File: src/rtl/fu_branch_q_if.sv
// rtl/fu_branch_q_if.sv - issue, flush and result bundle of the branch execution unit
interface fu_branch_q_if #(
    parameter int XLEN   = 32,
    parameter int TAG_W  = 5,
    parameter int PREG_W = 7
);
    logic              issue_valid;
    logic              issue_ready;
    logic [6:0]        issue_opcode;
    logic [2:0]        issue_func3;
    logic [XLEN-1:0]   issue_pc;
    logic [XLEN-1:0]   issue_imm;
    logic [PREG_W-1:0] issue_pd;
    logic [TAG_W-1:0]  issue_rob_tag;
    logic              issue_pred_taken;
    logic [XLEN-1:0]   issue_pred_target;
    logic [XLEN-1:0]   ps1_data;
    logic [XLEN-1:0]   ps2_data;

    logic              flush_valid;
    logic [TAG_W-1:0]  flush_tag;
    logic [TAG_W-1:0]  rob_tail;

    logic              out_valid;
    logic              out_ready;
    logic [TAG_W-1:0]  out_rob_tag;
    logic [PREG_W-1:0] out_pd;
    logic              out_wr_en;
    logic [XLEN-1:0]   out_data;
    logic              out_redirect;
    logic [XLEN-1:0]   out_redirect_pc;
    logic              out_illegal;

    modport master (
        output issue_valid, issue_opcode, issue_func3, issue_pc, issue_imm, issue_pd,
               issue_rob_tag, issue_pred_taken, issue_pred_target, ps1_data, ps2_data,
               flush_valid, flush_tag, rob_tail, out_ready,
        input  issue_ready, out_valid, out_rob_tag, out_pd, out_wr_en, out_data,
               out_redirect, out_redirect_pc, out_illegal
    );

    modport slave (
        input  issue_valid, issue_opcode, issue_func3, issue_pc, issue_imm, issue_pd,
               issue_rob_tag, issue_pred_taken, issue_pred_target, ps1_data, ps2_data,
               flush_valid, flush_tag, rob_tail, out_ready,
        output issue_ready, out_valid, out_rob_tag, out_pd, out_wr_en, out_data,
               out_redirect, out_redirect_pc, out_illegal
    );
endinterface

File: src/rtl/fu_branch_q.sv
// rtl/fu_branch_q.sv - branch/jump resolve unit with flushable result queue
module fu_branch_q #(
    parameter int XLEN   = 32,
    parameter int TAG_W  = 5,
    parameter int PREG_W = 7,
    parameter int DEPTH  = 4
) (
    input  logic          clk,
    input  logic          reset,
    fu_branch_q_if.slave  bq
);
    localparam int PTR_W = $clog2(DEPTH);
    localparam int CNT_W = PTR_W + 1;

    localparam logic [6:0] OP_BRANCH = 7'b1100011;
    localparam logic [6:0] OP_JAL    = 7'b1101111;
    localparam logic [6:0] OP_JALR   = 7'b1100111;

    // Queue storage, one slot per result
    logic [DEPTH-1:0]  q_valid;
    logic [TAG_W-1:0]  q_tag         [DEPTH];
    logic [PREG_W-1:0] q_pd          [DEPTH];
    logic [DEPTH-1:0]  q_wr_en;
    logic [XLEN-1:0]   q_data        [DEPTH];
    logic [DEPTH-1:0]  q_redirect;
    logic [XLEN-1:0]   q_redirect_pc [DEPTH];
    logic [DEPTH-1:0]  q_illegal;

    logic [PTR_W-1:0]  head;
    logic [PTR_W-1:0]  tail;
    logic [CNT_W-1:0]  count;

    // Resolve results for the instruction currently presented
    logic              is_b;
    logic              is_jal;
    logic              is_jalr;
    logic              taken;
    logic              illegal;
    logic              redirect;
    logic              wr_en;
    logic [XLEN-1:0]   pc4;
    logic [XLEN-1:0]   jalr_sum;
    logic [XLEN-1:0]   target;
    logic [XLEN-1:0]   redirect_pc;
    logic [XLEN-1:0]   link;

    logic              accept;
    logic              kill_issue;
    logic              push;
    logic              pop;
    logic [DEPTH-1:0]  kill_mask;

    // Tag t is younger than the flushing instruction when it lies strictly
    // between flush_tag and rob_tail on the circular ROB index space.
    function automatic logic in_window(input logic [TAG_W-1:0] t,
                                       input logic [TAG_W-1:0] ftag,
                                       input logic [TAG_W-1:0] rtail);
        logic [TAG_W-1:0] d;
        logic [TAG_W-1:0] w;
        d = t - ftag;
        w = rtail - ftag;
        return (d != '0) && (d < w);
    endfunction

    // Evaluate condition, target, misprediction and link value
    always_comb begin
        is_b     = (bq.issue_opcode == OP_BRANCH);
        is_jal   = (bq.issue_opcode == OP_JAL);
        is_jalr  = (bq.issue_opcode == OP_JALR);
        pc4      = bq.issue_pc + XLEN'(4);
        jalr_sum = bq.ps1_data + bq.issue_imm;
        target   = bq.issue_pc + bq.issue_imm;
        taken    = 1'b0;
        illegal  = 1'b0;
        if (is_jal) begin
            taken = 1'b1;
        end else if (is_jalr) begin
            taken  = 1'b1;
            target = jalr_sum & ~XLEN'(1);
        end else if (is_b) begin
            case (bq.issue_func3)
                3'b000:  taken = (bq.ps1_data == bq.ps2_data);
                3'b001:  taken = (bq.ps1_data != bq.ps2_data);
                3'b100:  taken = ($signed(bq.ps1_data) <  $signed(bq.ps2_data));
                3'b101:  taken = ($signed(bq.ps1_data) >= $signed(bq.ps2_data));
                3'b110:  taken = (bq.ps1_data <  bq.ps2_data);
                3'b111:  taken = (bq.ps1_data >= bq.ps2_data);
                default: illegal = 1'b1;
            endcase
        end
        redirect    = (taken != bq.issue_pred_taken) ||
                      (taken && (target != bq.issue_pred_target));
        redirect_pc = taken ? target : pc4;
        wr_en       = (is_jal || is_jalr) && (bq.issue_pd != '0);
        link        = (is_jal || is_jalr) ? pc4 : '0;
    end

    // Handshake, flush kill decisions and queue movement
    always_comb begin
        accept     = bq.issue_valid && bq.issue_ready;
        kill_issue = bq.flush_valid && in_window(bq.issue_rob_tag, bq.flush_tag, bq.rob_tail);
        push       = accept && !kill_issue;
        pop        = (count != '0) && (!q_valid[head] || bq.out_ready);
        kill_mask  = '0;
        for (int i = 0; i < DEPTH; i++) begin
            kill_mask[i] = bq.flush_valid && in_window(q_tag[i], bq.flush_tag, bq.rob_tail);
        end
    end

    // Queue state: kill younger entries, write tail on push, advance on pop
    always_ff @(posedge clk) begin
        if (!reset) begin
            head       <= '0;
            tail       <= '0;
            count      <= '0;
            q_valid    <= '0;
            q_wr_en    <= '0;
            q_redirect <= '0;
            q_illegal  <= '0;
            for (int i = 0; i < DEPTH; i++) begin
                q_tag[i]         <= '0;
                q_pd[i]          <= '0;
                q_data[i]        <= '0;
                q_redirect_pc[i] <= '0;
            end
        end else begin
            q_valid <= q_valid & ~kill_mask;
            if (push) begin
                q_valid[tail]       <= 1'b1;
                q_tag[tail]         <= bq.issue_rob_tag;
                q_pd[tail]          <= bq.issue_pd;
                q_wr_en[tail]       <= wr_en;
                q_data[tail]        <= link;
                q_redirect[tail]    <= redirect;
                q_redirect_pc[tail] <= redirect_pc;
                q_illegal[tail]     <= illegal;
                tail                <= tail + PTR_W'(1);
            end
            if (pop) begin
                head <= head + PTR_W'(1);
            end
            count <= count + CNT_W'(push) - CNT_W'(pop);
        end
    end

    assign bq.issue_ready     = (count < CNT_W'(DEPTH));
    assign bq.out_valid       = (count != '0) && q_valid[head];
    assign bq.out_rob_tag     = q_tag[head];
    assign bq.out_pd          = q_pd[head];
    assign bq.out_wr_en       = bq.out_valid && q_wr_en[head];
    assign bq.out_data        = q_data[head];
    assign bq.out_redirect    = bq.out_valid && q_redirect[head];
    assign bq.out_redirect_pc = q_redirect_pc[head];
    assign bq.out_illegal     = bq.out_valid && q_illegal[head];
endmodule

File: src/flat_wrapper.sv
// flat-port wrapper written by rule: the top's interface ports become plain ports
module fu_branch_q_flat 
#(
    parameter int XLEN   = 32,
    parameter int TAG_W  = 5,
    parameter int PREG_W = 7,
    parameter int DEPTH  = 4
)
  (clk, reset, bq_issue_valid, bq_issue_opcode, bq_issue_func3, bq_issue_pc, bq_issue_imm, bq_issue_pd, bq_issue_rob_tag, bq_issue_pred_taken, bq_issue_pred_target, bq_ps1_data, bq_ps2_data, bq_flush_valid, bq_flush_tag, bq_rob_tail, bq_out_ready, bq_issue_ready, bq_out_valid, bq_out_rob_tag, bq_out_pd, bq_out_wr_en, bq_out_data, bq_out_redirect, bq_out_redirect_pc, bq_out_illegal);
  fu_branch_q_if #(.XLEN(XLEN), .TAG_W(TAG_W), .PREG_W(PREG_W)) bq_i ();
  input  logic clk;
  input  logic reset;
  input wire logic [$bits(bq_i.issue_valid)-1:0] bq_issue_valid;
  input wire logic [$bits(bq_i.issue_opcode)-1:0] bq_issue_opcode;
  input wire logic [$bits(bq_i.issue_func3)-1:0] bq_issue_func3;
  input wire logic [$bits(bq_i.issue_pc)-1:0] bq_issue_pc;
  input wire logic [$bits(bq_i.issue_imm)-1:0] bq_issue_imm;
  input wire logic [$bits(bq_i.issue_pd)-1:0] bq_issue_pd;
  input wire logic [$bits(bq_i.issue_rob_tag)-1:0] bq_issue_rob_tag;
  input wire logic [$bits(bq_i.issue_pred_taken)-1:0] bq_issue_pred_taken;
  input wire logic [$bits(bq_i.issue_pred_target)-1:0] bq_issue_pred_target;
  input wire logic [$bits(bq_i.ps1_data)-1:0] bq_ps1_data;
  input wire logic [$bits(bq_i.ps2_data)-1:0] bq_ps2_data;
  input wire logic [$bits(bq_i.flush_valid)-1:0] bq_flush_valid;
  input wire logic [$bits(bq_i.flush_tag)-1:0] bq_flush_tag;
  input wire logic [$bits(bq_i.rob_tail)-1:0] bq_rob_tail;
  input wire logic [$bits(bq_i.out_ready)-1:0] bq_out_ready;
  output wire logic [$bits(bq_i.issue_ready)-1:0] bq_issue_ready;
  output wire logic [$bits(bq_i.out_valid)-1:0] bq_out_valid;
  output wire logic [$bits(bq_i.out_rob_tag)-1:0] bq_out_rob_tag;
  output wire logic [$bits(bq_i.out_pd)-1:0] bq_out_pd;
  output wire logic [$bits(bq_i.out_wr_en)-1:0] bq_out_wr_en;
  output wire logic [$bits(bq_i.out_data)-1:0] bq_out_data;
  output wire logic [$bits(bq_i.out_redirect)-1:0] bq_out_redirect;
  output wire logic [$bits(bq_i.out_redirect_pc)-1:0] bq_out_redirect_pc;
  output wire logic [$bits(bq_i.out_illegal)-1:0] bq_out_illegal;
  assign bq_i.issue_valid = bq_issue_valid;
  assign bq_i.issue_opcode = bq_issue_opcode;
  assign bq_i.issue_func3 = bq_issue_func3;
  assign bq_i.issue_pc = bq_issue_pc;
  assign bq_i.issue_imm = bq_issue_imm;
  assign bq_i.issue_pd = bq_issue_pd;
  assign bq_i.issue_rob_tag = bq_issue_rob_tag;
  assign bq_i.issue_pred_taken = bq_issue_pred_taken;
  assign bq_i.issue_pred_target = bq_issue_pred_target;
  assign bq_i.ps1_data = bq_ps1_data;
  assign bq_i.ps2_data = bq_ps2_data;
  assign bq_i.flush_valid = bq_flush_valid;
  assign bq_i.flush_tag = bq_flush_tag;
  assign bq_i.rob_tail = bq_rob_tail;
  assign bq_i.out_ready = bq_out_ready;
  assign bq_issue_ready = bq_i.issue_ready;
  assign bq_out_valid = bq_i.out_valid;
  assign bq_out_rob_tag = bq_i.out_rob_tag;
  assign bq_out_pd = bq_i.out_pd;
  assign bq_out_wr_en = bq_i.out_wr_en;
  assign bq_out_data = bq_i.out_data;
  assign bq_out_redirect = bq_i.out_redirect;
  assign bq_out_redirect_pc = bq_i.out_redirect_pc;
  assign bq_out_illegal = bq_i.out_illegal;
  fu_branch_q #(.XLEN(XLEN), .TAG_W(TAG_W), .PREG_W(PREG_W), .DEPTH(DEPTH)) u_core (.clk(clk), .reset(reset), .bq(bq_i));
endmodule
File: config.mk
export PLATFORM = sky130hd
export DESIGN_NAME = fu_branch_q_flat
export DESIGN_NICKNAME = d
export VERILOG_FILES = /design/src/rtl/fu_branch_q_if.sv /design/src/rtl/fu_branch_q.sv /design/src/flat_wrapper.sv
export SDC_FILE = /design/constraint.sdc
export NUM_CORES = 1
export LEC_CHECK = 0
export BUFFER_PORTS_ARGS = -buffer_cell sky130_fd_sc_hd__buf_4
export CAP_MARGIN = 40
export CORE_ASPECT_RATIO = 0.9
export CORE_MARGIN = 3
export CORE_UTILIZATION = 54
export DETAILED_ROUTE_END_ITERATION = 7
export PLACE_DENSITY = 0.73
export SYNTH_ARGS = -nofsm -noshare
export SYNTH_HDL_FRONTEND = slang
export SYNTH_SLANG_ARGS = --single-unit
File: constraint.sdc
create_clock -name clk -period 9.5 [get_ports clk]
set_input_delay 0.475 -clock clk [delete_from_list [all_inputs] [get_ports clk]]
set_output_delay 0.475 -clock clk [all_outputs]
set_load 0.005 [all_outputs]
**Yosys cells after proc, flatten, opt, wreduce, memory -nomap -nowiden**

Memory sizes are Yosys's and may differ from the RTL's. A register that Yosys moved wholly into a read port is not among the register bits.
Cells that the tools add are included.

- $add $sub $neg: 13
- $lt $le $gt $ge: 13
- Eq/ne operators: 12
- Muxes and demuxes: 50
- Bitwise operators: 3
- Reduce and logical (&&, ||, !) cells: 38

Operator list:

| kind | number |
|---|---|
| 32-bit 2-to-1 mux | 6 |
| 32-bit adder | 2 |
| 32-bit >= comparator | 2 |
| 32-bit less-than comparator | 2 |
| 32-bit != test | 2 |
| 32-bit OR reduction | 2 |
| 32-bit by 3-bit adder with 32-bit output, second input constant | 1 |
| 32-bit equality test | 1 |
| 5-bit subtractor | 6 |
| 5-bit less-than comparator | 5 |
| 5-bit nonzero test | 5 |
| 2-bit 2-to-1 mux | 12 |
| 7-bit equality test, second input constant | 3 |
| 1-bit logical AND | 20 |
| 1-bit 2-to-1 mux | 20 |
| 4-bit bitwise mux | 3 |
| 3-bit equality test, second input constant | 4 |
| 1-bit binary-select mux with 2-bit select | 4 |
| 7-bit 2-to-1 mux | 1 |
| 7-bit nonzero test | 1 |
| 7-bit OR reduction | 1 |
| 2-bit by 3-bit less-than comparator with 1-bit output, second input constant | 2 |
| 1-bit one-hot mux with 6 select lines | 1 |
| 6-bit OR reduction | 1 |
| other kinds (18) | 22 |

- Register bits after elaboration: 23
- Memory bits (writable): 304
- Output and inout port bits: 81
- Memories: 4

Memories:

| name | depth | width | rd ports | clocked after memory_dff | wr ports | line | RTL |
|---|---|---|---|---|---|---|---|
| u_core.q_data | 4 | 32 | 1 | 1 | 4 | fu_branch_q.sv:24 | `logic [XLEN-1:0] q_data [DEPTH];` |
| u_core.q_redirect_pc | 4 | 32 | 1 | 1 | 4 | fu_branch_q.sv:26 | `logic [XLEN-1:0] q_redirect_pc [DEPTH];` |
| u_core.q_pd | 4 | 7 | 1 | 1 | 4 | fu_branch_q.sv:22 | `logic [PREG_W-1:0] q_pd [DEPTH];` |
| u_core.q_tag | 4 | 5 | 5 | 1 | 4 | fu_branch_q.sv:21 | `logic [TAG_W-1:0] q_tag [DEPTH];` |

**Depth between registers and ports, before layout**

- Depth after elaboration: 11
- Mapped depth: 20
- Gate-level depth less buffers: 18

**Least setup slack after synthesis**

Ideal clock, no wire load.

- Path kind: input -> register
- Start point: input bq_flush_tag[1]
- End point: memory u_core.q_data[1][0], enable pin
- Data arrival time: 5.149 ns
- Data required time: 8.732 ns
- Slack: 3.584 ns
- Stages on the path: 16
- Cells stage by stage: inv_1 > ha_1 > a21o_1 > a21oi_1 > xor2_1 > ha_1 > nor2b_1 > o21ai_0 > o41ai_1 > o311a_1 > and2_1 > clkbuf_1 > nand3_1 > clkbuf_1 > buf_1 > nand2_1

RTL lines:

| element | line | RTL |
|---|---|---|
| from (decl) | flat_wrapper.sv:25 | `input wire logic [$bits(bq_i.flush_tag)-1:0] bq_flush_tag;` |
| to (decl) | fu_branch_q.sv:24 |  |

==> run metrics <==
Worst Tran Pin Value=roughly 940 ps; Hold WC Path Type=in2reg; Syn Inst Count=2115; Post-Route WL=between 60 and 70 mm; vias per std cell=6.24; GR Overflow Total=0; Total Neg Setup Slack=0 ps; routability congestion estimate=around 0.95; pre-CTS setup slack=between 3000 and 4000 ps; initial antenna violation count=0; critical path class=in2reg; Post-Place Cell Area=around 25000 sq um; drt drc=0; Pwr Total=4.83 mW; synth top area cells=edfxtp_1 (41%), ha_1 (8.1%), mux4_2 (8.1%); CTS max path bufs=3; Core Util, Final=between 60% and 70%; Clk Latency, worst-skew pair=510 ps; part of the cycle the worst path needs=a little under three fifths; Max Cap Violations=0; Mapped Nets=roughly 2500; FP Rows=69; Final WS setup=between 4000 and 5000 ps; placed cells=2844; max-slew violation count=0; die width=between 200 and 250 um; CTS sink count=329; Diodes inserted=0; relative slew slack=a little under two fifths; CTS buffer count=35; number of flops mapped to enable cells by yosys=304; GRT Overall Usage=slightly above 30%; fin area=about 26000 sq um; list of most frequent post-synthesis cells=edfxtp_1 (304), nor2_1 (247), nand2_1 (147); Mapped Area=~22000 sq um; vias in the first global route=17445; Pleak=between 10 and 15 nW; postcts setup bufs=0; Root Buffer=clkbuf_16; pwr dens=approximately 180 nW/um^2; Clock Skews=approximately 15 ps; Iter 0 DRT Violations=roughly 1700; Area growth, synth to finish=17.1%; share of cells above drive strength 1=roughly 20%; clk slew on worst S/H paths=about 60 ps; RSZ-0062 raised after global routing=false; router iterations before antenna repair=5; Worst Setup Start Kind=input pin; Avg WL per Cell=between 20 and 25 um; Buffers on Ports=~280; final net count=2700; Yosys Warn Count=0; initial core utilization=55.6%; non-filler cells, final=approximately 2900; htree depth=2; min cycle time layout=around 5400 ps; Vias=18108; # IOs=279; largest net degree at the start of global routing=67; Post-CTS Hold Fix Bufs=0; CP Max Fanout=66; DP HPWL=52.1 mm; Synth top area share=between 40% and 50%; dominant cell type by area after synthesis=edfxtp_1; CP Capture Type=flop; status=complete, no violations; Fin Hold WS=278 ps; Worst EP arrival=5550 ps; Main synth FF type=edfxtp_1; endpoints failing setup=0; count of different cell masters after synthesis=84; CP Data Required Time=between 9000 and 10000 ps; Die ar.=roughly 44000 sq um; Routed Antenna Nets=0; DIE HEIGHT=slightly below 200 um; Mapped Avg Cell Area=10.5 sq um; most common cell in the netlist=edfxtp_1; fmax=187 MHz; post-CTS resize count=0; Post-synth ARST share=0%; sequential-to-total area share from yosys stat=a little over two fifths; core footprint=40100 sq um; first-pass GRT wire length=103 mm; CTS tree=built; endpoints failing hold=0; #FFs+latches synth=about 330; largest vdd supply drop=around 170 uV
[registers in the layout (all words and copies together) (netlist names), 3 cells and up, named ones only]
signal,count
u_core.q_data,128
u_core.q_redirect_pc,128
u_core.q_pd,28
u_core.q_tag,20
u_core.q_illegal,4
u_core.q_redirect,4
u_core.q_valid,4
u_core.q_wr_en,4
u_core.count,3
[logic make-up after synthesis]
kind of cell,synth area share [%]
and+or+nand+nor,16.3
adders and majority gates,8.88
buffers and inverters,4.20
muxes,9.82
AOI/OAI and AO/OA,12.2
xor gates and xnor gates,5.45
DFF,43.2
[final timing paths]
check	from	cells past startpoint	slack [ps]	end
worst min register to register	u_core.q_redirect[1]	2	470	u_core.q_redirect[1]
worst max register to register	u_core.count[2]	8	6130	u_core.q_redirect_pc[0][18]
worst min-delay path	bq_issue_pd[5]	2	280	u_core.q_pd[0][5]
worst max-delay path	bq_flush_tag[1]	17	4140	u_core.q_redirect_pc[0][18]
[where the power goes]
part / internal (mW) / switching (mW) / total [mW]
clock network: 0.843 / 0.535 / 1.38
logic: 0.787 / 0.866 / 1.65
registers: 1.71 / 0.0925 / 1.80
[routing by layer]
layer	vias to the layer above	wire (um)	track usage, %
met2	827	32400	49.8
met1	8893	29100	44.8
met5	-	0	0
met4	0	1460	7.18
met3	80	5740	3.96
li1	8308	-	-
[cell usage in the layout, fill, tap and decap left out, drive strengths merged, types with 69 or more instances in the layout]
| master | Yosys | final |
|---|---|---|
| edfxtp | 304 | 304 |
| buf | 32 | 302 |
| nor2 | 247 | 247 |
| nand2 | 148 | 148 |
| ha | 144 | 144 |
| inv | 138 | 138 |
| a21oi | 113 | 113 |
| mux4 | 80 | 80 |
| xnor2 | 73 | 73 |
| o21ai | 69 | 69 |
[final cells by class]
cell class | count | area [sq um]
Tap cell | 532 | 666
Clock inverter | 12 | 189
Timing Repair Buffer | 303 | 2350
Multi-Input combinational cell | 1542 | 11800
Fill cell | 3096 | 14000
Sequential cell | 329 | 9630
Clock buffer | 45 | 956
Inverter | 138 | 518
[worst max-delay path, cell delays in order]
cell and delay [ps]:
buf_4 110, inv_1 430, ha_1 340, a21o_1 180, a21oi_1 220, xor2_1 450
ha_1 330, nor2b_1 130, o21ai_0 140, o41ai_1 110, o311a_1 290, buf_4 230
and2_1 290, nand3_2 120, buf_4 630, nand2_4 520, buf_4 470
No activity file was read; power rests on OpenSTA's default activity.
